===== src/rtl/noc_pkg.sv =====
// Shared NoC flit definitions: widths, port destination codes and header extraction.
package noc_pkg;

    localparam int WD     = 40;
    localparam int DEST_W = 4;

    localparam logic [DEST_W-1:0] DEST_LOCAL = 4'b0010;
    localparam logic [DEST_W-1:0] DEST_X     = 4'b0100;
    localparam logic [DEST_W-1:0] DEST_Y     = 4'b1000;

    // The destination code travels in the top bits of every flit.
    function automatic logic [DEST_W-1:0] get_dest(input logic [WD-1:0] flit);
        return flit[WD-1 -: DEST_W];
    endfunction

endpackage


===== src/rtl/noc_flit_sink_if.sv =====
// Router-to-sink write channel plus consumer read channel of one ejection port.
// wr_en is a fire-and-forget valid; full is advisory backpressure sampled late by
// the router, so a write while the FIFO holds DEPTH entries with no pop is dropped.
interface noc_flit_sink_if #(
    parameter int DEPTH = 8
) ();
    localparam int CW = $clog2(DEPTH) + 1;

    logic                   wr_en;
    logic [noc_pkg::WD-1:0] wdata;
    logic                   full;
    logic                   rd_en;
    logic [noc_pkg::WD-1:0] rdata;
    logic                   empty;
    logic [CW-1:0]          count;

    modport master (
        output wr_en, wdata, rd_en,
        input  full, rdata, empty, count
    );

    modport slave (
        input  wr_en, wdata, rd_en,
        output full, rdata, empty, count
    );
endinterface


===== src/rtl/noc_sync_fifo.sv =====
// Show-ahead synchronous FIFO; occupancy is tracked by count, so the pointers wrap freely.
module noc_sync_fifo #(
    parameter int WD    = 40,
    parameter int DEPTH = 8,
    localparam int AW   = $clog2(DEPTH),
    localparam int CW   = AW + 1
) (
    input  logic          wclk,
    input  logic          rst_n,
    input  logic          wr_en,
    input  logic [WD-1:0] wdata,
    input  logic          rd_en,
    output logic [WD-1:0] rdata,
    output logic          empty,
    output logic [CW-1:0] count,
    output logic          wr_accept,
    output logic          wr_drop
);
    import noc_pkg::*;

    logic [WD-1:0] mem_q [DEPTH];
    logic [AW-1:0] wptr_q, wptr_d;
    logic [AW-1:0] rptr_q, rptr_d;
    logic [CW-1:0] count_q, count_d;
    logic          do_pop;

    // A pop in the same cycle frees the slot, so a write at full still lands.
    always_comb begin
        do_pop    = rd_en && (count_q != '0);
        wr_accept = wr_en && ((count_q != CW'(DEPTH)) || do_pop);
        wr_drop   = wr_en && !wr_accept;
    end

    always_comb begin
        wptr_d  = wptr_q;
        rptr_d  = rptr_q;
        count_d = count_q;
        if (wr_accept) wptr_d = wptr_q + AW'(1);
        if (do_pop)    rptr_d = rptr_q + AW'(1);
        case ({wr_accept, do_pop})
            2'b10:   count_d = count_q + CW'(1);
            2'b01:   count_d = count_q - CW'(1);
            default: count_d = count_q;
        endcase
    end

    always_ff @(posedge wclk) begin
        if (!rst_n) begin
            wptr_q  <= '0;
            rptr_q  <= '0;
            count_q <= '0;
        end else begin
            wptr_q  <= wptr_d;
            rptr_q  <= rptr_d;
            count_q <= count_d;
        end
    end

    // Storage has no reset; a write presented during reset must not land.
    always_ff @(posedge wclk) begin
        if (rst_n && wr_accept) mem_q[wptr_q] <= wdata;
    end

    assign rdata = mem_q[rptr_q];
    assign empty = (count_q == '0);
    assign count = count_q;

endmodule


===== src/rtl/noc_flit_sink.sv =====
// Ejection endpoint: buffers router flits, drives skid backpressure, checks headers, keeps stats.
module noc_flit_sink #(
    parameter int                         WD      = noc_pkg::WD,
    parameter int                         DEST_W  = noc_pkg::DEST_W,
    parameter logic [noc_pkg::DEST_W-1:0] MY_DEST = noc_pkg::DEST_LOCAL,
    parameter int                         DEPTH   = 8,
    parameter int                         SKID    = 2,
    localparam int                        CW      = $clog2(DEPTH) + 1
) (
    input  logic                 wclk,
    input  logic                 rst_n,
    noc_flit_sink_if.slave       bus,
    input  logic                 clr,
    output logic [31:0]          rx_count,
    output logic [15:0]          misroute_count,
    output logic                 ovf
);
    import noc_pkg::*;

    logic        wr_accept, wr_drop, misrouted;
    logic [31:0] rx_count_q, rx_count_d;
    logic [15:0] misroute_count_q, misroute_count_d;
    logic        ovf_q, ovf_d;

    noc_sync_fifo #(.WD(WD), .DEPTH(DEPTH)) u_fifo (
        .wclk      (wclk),
        .rst_n     (rst_n),
        .wr_en     (bus.wr_en),
        .wdata     (bus.wdata),
        .rd_en     (bus.rd_en),
        .rdata     (bus.rdata),
        .empty     (bus.empty),
        .count     (bus.count),
        .wr_accept (wr_accept),
        .wr_drop   (wr_drop)
    );

    // Router sees full a cycle late, so SKID slots stay free for flits already in flight.
    assign bus.full = (bus.count >= CW'(DEPTH - SKID));

    assign misrouted = wr_accept && (get_dest(bus.wdata) != MY_DEST);

    always_comb begin
        rx_count_d       = rx_count_q;
        misroute_count_d = misroute_count_q;
        ovf_d            = ovf_q;
        if (clr) begin
            rx_count_d       = '0;
            misroute_count_d = '0;
            ovf_d            = 1'b0;
        end else begin
            if (wr_accept && (rx_count_q != '1))       rx_count_d       = rx_count_q + 32'd1;
            if (misrouted && (misroute_count_q != '1)) misroute_count_d = misroute_count_q + 16'd1;
            if (wr_drop)                               ovf_d            = 1'b1;
        end
    end

    always_ff @(posedge wclk) begin
        if (!rst_n) begin
            rx_count_q       <= '0;
            misroute_count_q <= '0;
            ovf_q            <= 1'b0;
        end else begin
            rx_count_q       <= rx_count_d;
            misroute_count_q <= misroute_count_d;
            ovf_q            <= ovf_d;
        end
    end

    assign rx_count       = rx_count_q;
    assign misroute_count = misroute_count_q;
    assign ovf            = ovf_q;

endmodule


===== src/flat_wrapper.sv =====
// flat-port wrapper written by rule: the top's interface ports become plain ports
module noc_flit_sink_flat import noc_pkg::*;
#(
    parameter int                         WD      = noc_pkg::WD,
    parameter int                         DEST_W  = noc_pkg::DEST_W,
    parameter logic [noc_pkg::DEST_W-1:0] MY_DEST = noc_pkg::DEST_LOCAL,
    parameter int                         DEPTH   = 8,
    parameter int                         SKID    = 2,
    localparam int                        CW      = $clog2(DEPTH) + 1
)
  (wclk, rst_n, clr, rx_count, misroute_count, ovf, bus_wr_en, bus_wdata, bus_rd_en, bus_full, bus_rdata, bus_empty, bus_count);
  noc_flit_sink_if #(.DEPTH(DEPTH)) bus_i ();
  input  logic wclk;
  input  logic rst_n;
  input  logic clr;
  output logic [31:0] rx_count;
  output logic [15:0] misroute_count;
  output logic ovf;
  input wire logic [$bits(bus_i.wr_en)-1:0] bus_wr_en;
  input wire logic [$bits(bus_i.wdata)-1:0] bus_wdata;
  input wire logic [$bits(bus_i.rd_en)-1:0] bus_rd_en;
  output wire logic [$bits(bus_i.full)-1:0] bus_full;
  output wire logic [$bits(bus_i.rdata)-1:0] bus_rdata;
  output wire logic [$bits(bus_i.empty)-1:0] bus_empty;
  output wire logic [$bits(bus_i.count)-1:0] bus_count;
  assign bus_i.wr_en = bus_wr_en;
  assign bus_i.wdata = bus_wdata;
  assign bus_i.rd_en = bus_rd_en;
  assign bus_full = bus_i.full;
  assign bus_rdata = bus_i.rdata;
  assign bus_empty = bus_i.empty;
  assign bus_count = bus_i.count;
  noc_flit_sink #(.WD(WD), .DEST_W(DEST_W), .MY_DEST(MY_DEST), .DEPTH(DEPTH), .SKID(SKID)) u_core (.wclk(wclk), .rst_n(rst_n), .bus(bus_i), .clr(clr), .rx_count(rx_count), .misroute_count(misroute_count), .ovf(ovf));
endmodule

===== config.mk =====
export PLATFORM = sky130hd
export DESIGN_NAME = noc_flit_sink_flat
export DESIGN_NICKNAME = d
export VERILOG_FILES = /design/src/rtl/noc_pkg.sv /design/src/rtl/noc_flit_sink_if.sv /design/src/rtl/noc_sync_fifo.sv /design/src/rtl/noc_flit_sink.sv /design/src/flat_wrapper.sv
export SDC_FILE = /design/constraint.sdc
export NUM_CORES = 1
export LEC_CHECK = 0
export CAP_MARGIN = 20
export CORE_MARGIN = 2
export CORE_UTILIZATION = 45
export CTS_CLUSTER_DIAMETER = 80
export DETAILED_ROUTE_END_ITERATION = 7
export PLACE_DENSITY_LB_ADDON = 0.25
export RECOVER_POWER = 100
export SYNTH_ARGS = -nofsm -noshare
export SYNTH_HDL_FRONTEND = slang
export SYNTH_HIERARCHICAL = 1
export SYNTH_SLANG_ARGS = --single-unit

===== constraint.sdc =====
create_clock -name wclk -period 10.84 [get_ports wclk]
set_input_delay 2.168 -clock wclk [delete_from_list [all_inputs] [get_ports wclk]]
set_output_delay 2.168 -clock wclk [all_outputs]
set_load 0.02 [all_outputs]

==> impl_metrics.py <==
metrics = {
    "outcome": {
        "status": "complete, but fails checks",
        "failed_checks": "capacitance limit, slew limit",
    },
    "logic_synthesis": {
        "synthAdderAreaFrac_pct": 0.579,
        "synth.yosys.seq_area_share_pct": 71.7,
        "synth_area_per_cell_um2": 18.1,
        "yosys.area_share.xor_xnor_pct": 1.97,
        "synth_compound_area_share_pct": 2.83,
        "yosysWarnings": 6,
        "yosys.area_share.simple_pct": 6.41,
        "synth_common_cells": "320 x edfxtp_1, 80 x mux4_2, 62 x dfxtp_1",
        "syn_area_mm2": 0.0151,
        "netlist_top_cells_area": "edfxtp_1 63%, mux4_2 12%, dfxtp_1 8.2%",
        "synthesis.nets": 886,
        "synth-async-reset-ratio_pct": 0,
        "yosys.area.top_type": "edfxtp_1",
        "ys_ff_latch": 382,
        "synth_ff_type": "edfxtp_1",
        "synth.mux.area_fraction_pct": 15.1,
        "synth_top_family_by_area": "multiplexers",
        "yosysMostFrequentCell": "edfxtp_1",
        "yosysUniqueCellTypes": 56,
        "synth_cells": 834,
        "synth_edf_count": 320,
        "synth_top_area_share_pct": 63.5,
    },
    "global_routing": {
        "gr-max-usage-layer": "met2",
        "grt_start_max_net_pins": 59,
        "grtUsageMet1_pct": 24.2,
        "use_met3_pct": 4.20,
        "overflow": 0,
        "grt_usage_pct": 17.2,
        "grt_pass1_vias": 8079,
        "antenna_found_initial": 4,
        "grt_pass1_wl_um": 46800,
        "grt_util_met2_pct": 27.2,
    },
    "cts": {
        "path_clk_slew_ns": 0.06,
        "cts.htree.levels": 2,
        "ctsHoldBuffers": 0,
        "clkLatencyLatePin_ns": 0.53,
        "cts.sinks": 382,
        "cts.repair.resized": 0,
        "postCtsSetupRepairBufs": 0,
        "numCtsBuffers": 40,
        "cts_tree": "built",
        "cts_buffer_depth": 3,
        "clock-root-buffer": "clkbuf_16",
    },
    "worst_setup_path": {
        "critPathLaunchType": "flop",
        "critPathCaptureType": "output pin",
        "cp_slowest_stage_delay_ns": 2.15,
        "crit_fanout": 41,
        "cp_slowest_cell": "dfxtp_1",
        "cp_top_family": "flip-flops",
        "cp_data_required_time_ns": 8.67,
        "worstPathCellList": "buf_4 > mux4_2 > mux2_2 > dlygate4sd3_1",
        "cp.arrival_ns": 5.16,
        "cp_num_buf_inv": 2,
        "critical_path_class": "flop to output pin",
    },
    "worst_hold_path": {
        "hp-class": "flop to flop",
    },
    "timing": {
        "final_hold_viol_count": 0,
        "fin_worst_skew_ns": 0.0174,
        "drv_slew": 369,
        "tns_ns": 0,
        "period_share_pct": 67.6,
        "rsz0062_at_grt": "false",
        "setup_violations": 0,
        "timing.fmax_ghz": 0.136,
        "relSlewSlack_pct": -114,
        "period_needed_ns": 7.33,
        "worst_slew_pin_slew_ns": 3.22,
    },
    "place": {
        "gp_congestion": 0.778,
        "post_dp_cell_area_mm2": 0.0171,
        "dp.cells": 1399,
        "portBuffers": 139,
        "place_hpwl_um": 16100,
    },
    "pwr": {
        "power_density_mw_per_mm2": 201,
        "power_leakage_nw": 5.81,
        "ir_drop_uv": 109,
        "power_mw": 3.67,
    },
    "drt": {
        "viasPerCell": 5.47,
        "drt_iter0_drc": 625,
        "wirelength_um": 30100,
        "vias": 8056,
        "wl_per_cell_um": 20.4,
        "dr.pass1.iters": 5,
        "post-route-drc-count": 0,
        "final_antenna_net_count": 0,
    },
    "die": {
        "dieWidth_um": 187,
        "dieArea_mm2": 0.0351,
        "start_util_pct": 45.4,
        "die_h_um": 187,
        "core_mm2": 0.0334,
        "ios": 140,
        "rows": 67,
    },
    "final_layout": {
        "stdcell_count": 1474,
        "syn2layout_area_growth_pct": 20.5,
        "nets": 1045,
        "final_layout_size_suffix_gt1_share_pct": 18.8,
        "fillers": 2679,
        "finish.instance_area_mm2": 0.0182,
    },
    "run": {
        "max-cap-violations": 9,
    },
}
[kinds of logic (layout without fill, tap and decap cells)]
logic type	Yosys count	in the layout
AND/OR/NAND/NOR	180	180
XOR/XNOR	34	34
multiplexers	124	124
other	0	2
flip-flops	382	382
adder cells (fa/ha/maj)	7	7
buffers and inverters	49	239
AO/OA/AOI/OAI	58	58
[power by group]
| group | internal, mW | total [mW] | switching, mW |
|---|---|---|---|
| Clock | 0.732 | 1.26 | 0.531 |
| Combinational | 0.388 | 0.700 | 0.312 |
| Sequential | 1.64 | 1.71 | 0.0697 |
[flip-flops by register name (all words and copies together), names as in the netlist, named ones only]
| register | count |
|---|---|
| u_core/u_fifo/mem_q | 320 |
| u_core/u_fifo/rptr_q | 3 |
| u_core/misroute_count | 16 |
| u_core/rx_count | 32 |
| u_core/u_fifo/count | 4 |
| u_core/u_fifo/wptr_q | 3 |
| u_core/ovf | 1 |
[path summary, 6_finish.rpt]
path	cells after the start	startpoint	slack, ns	end
max reg2reg	6	u_core/u_fifo/count[2]$_SDFFE_PN0P_	5.92	u_core/u_fifo/mem_q[5][8]$_DFFE_PP_
min	2	u_core/ovf$_SDFFE_PP0P_	0.48	u_core/ovf$_SDFFE_PP0P_
max	4	flop	3.51	bus_rdata[33]
min reg2reg	2	u_core/ovf$_SDFFE_PP0P_	0.48	u_core/ovf$_SDFFE_PP0P_
[layout make-up]
class                      count  area, um^2  share of cell area (%)
antenna                        2        5.00                  0.0274
clock buffer                  53        1090                    5.99
clock inverter                20         123                   0.672
inverter                      13        48.8                   0.268
multi-input combinational    403        4080                    22.4
sequential                   382       10900                    59.5
tap                          448         561                    3.07
timing repair buffer         153        1470                    8.04
[cell usage in the layout, fill, tap and decap left out, types with 16 or more instances in the layout]
cell type and n:
clkbuf_1 19, clkbuf_16 42, mux4_2 80, nor2_1 45, dfxtp_1 60, mux2_2 40, dlygate4sd3_1 135, nand4_1 16
edfxtp_1 320, xnor2_1 31, nand2_1 29
[per-stage QoR]
step	worst slack, ns	util (%)	hold slack [ns]
2_1_floorplan	4.00	-	0.506
5_1_grt	2.86	54.6	0.522
6_report	3.51	54.7	0.476
3_3_place_gp	5.47	51.2	0.469
4_1_cts	4.89	54.9	0.486
3_5_place_dp	5.44	51.2	0.466
[worst reg2reg max path, delay by kind of cell, from the launching register on]
| family | cells | cell delay [ns] |
|---|---|---|
| flip-flops | 1 | 0.46 |
| AND/OR/NAND/NOR | 3 | 0.79 |
| AO/OA/AOI/OAI | 1 | 0.48 |
| buffers and inverters | 2 | 2.71 |
[metal layers]
layer | wire length, um | part of all wire (%)
met1 | 13700 | 45
met2 | 14100 | 47
met3 | 1700 | 5.6
met4 | 539 | 1.8
met5 | 41 | 0.14
No activity file was read; power rests on OpenSTA's default activity.
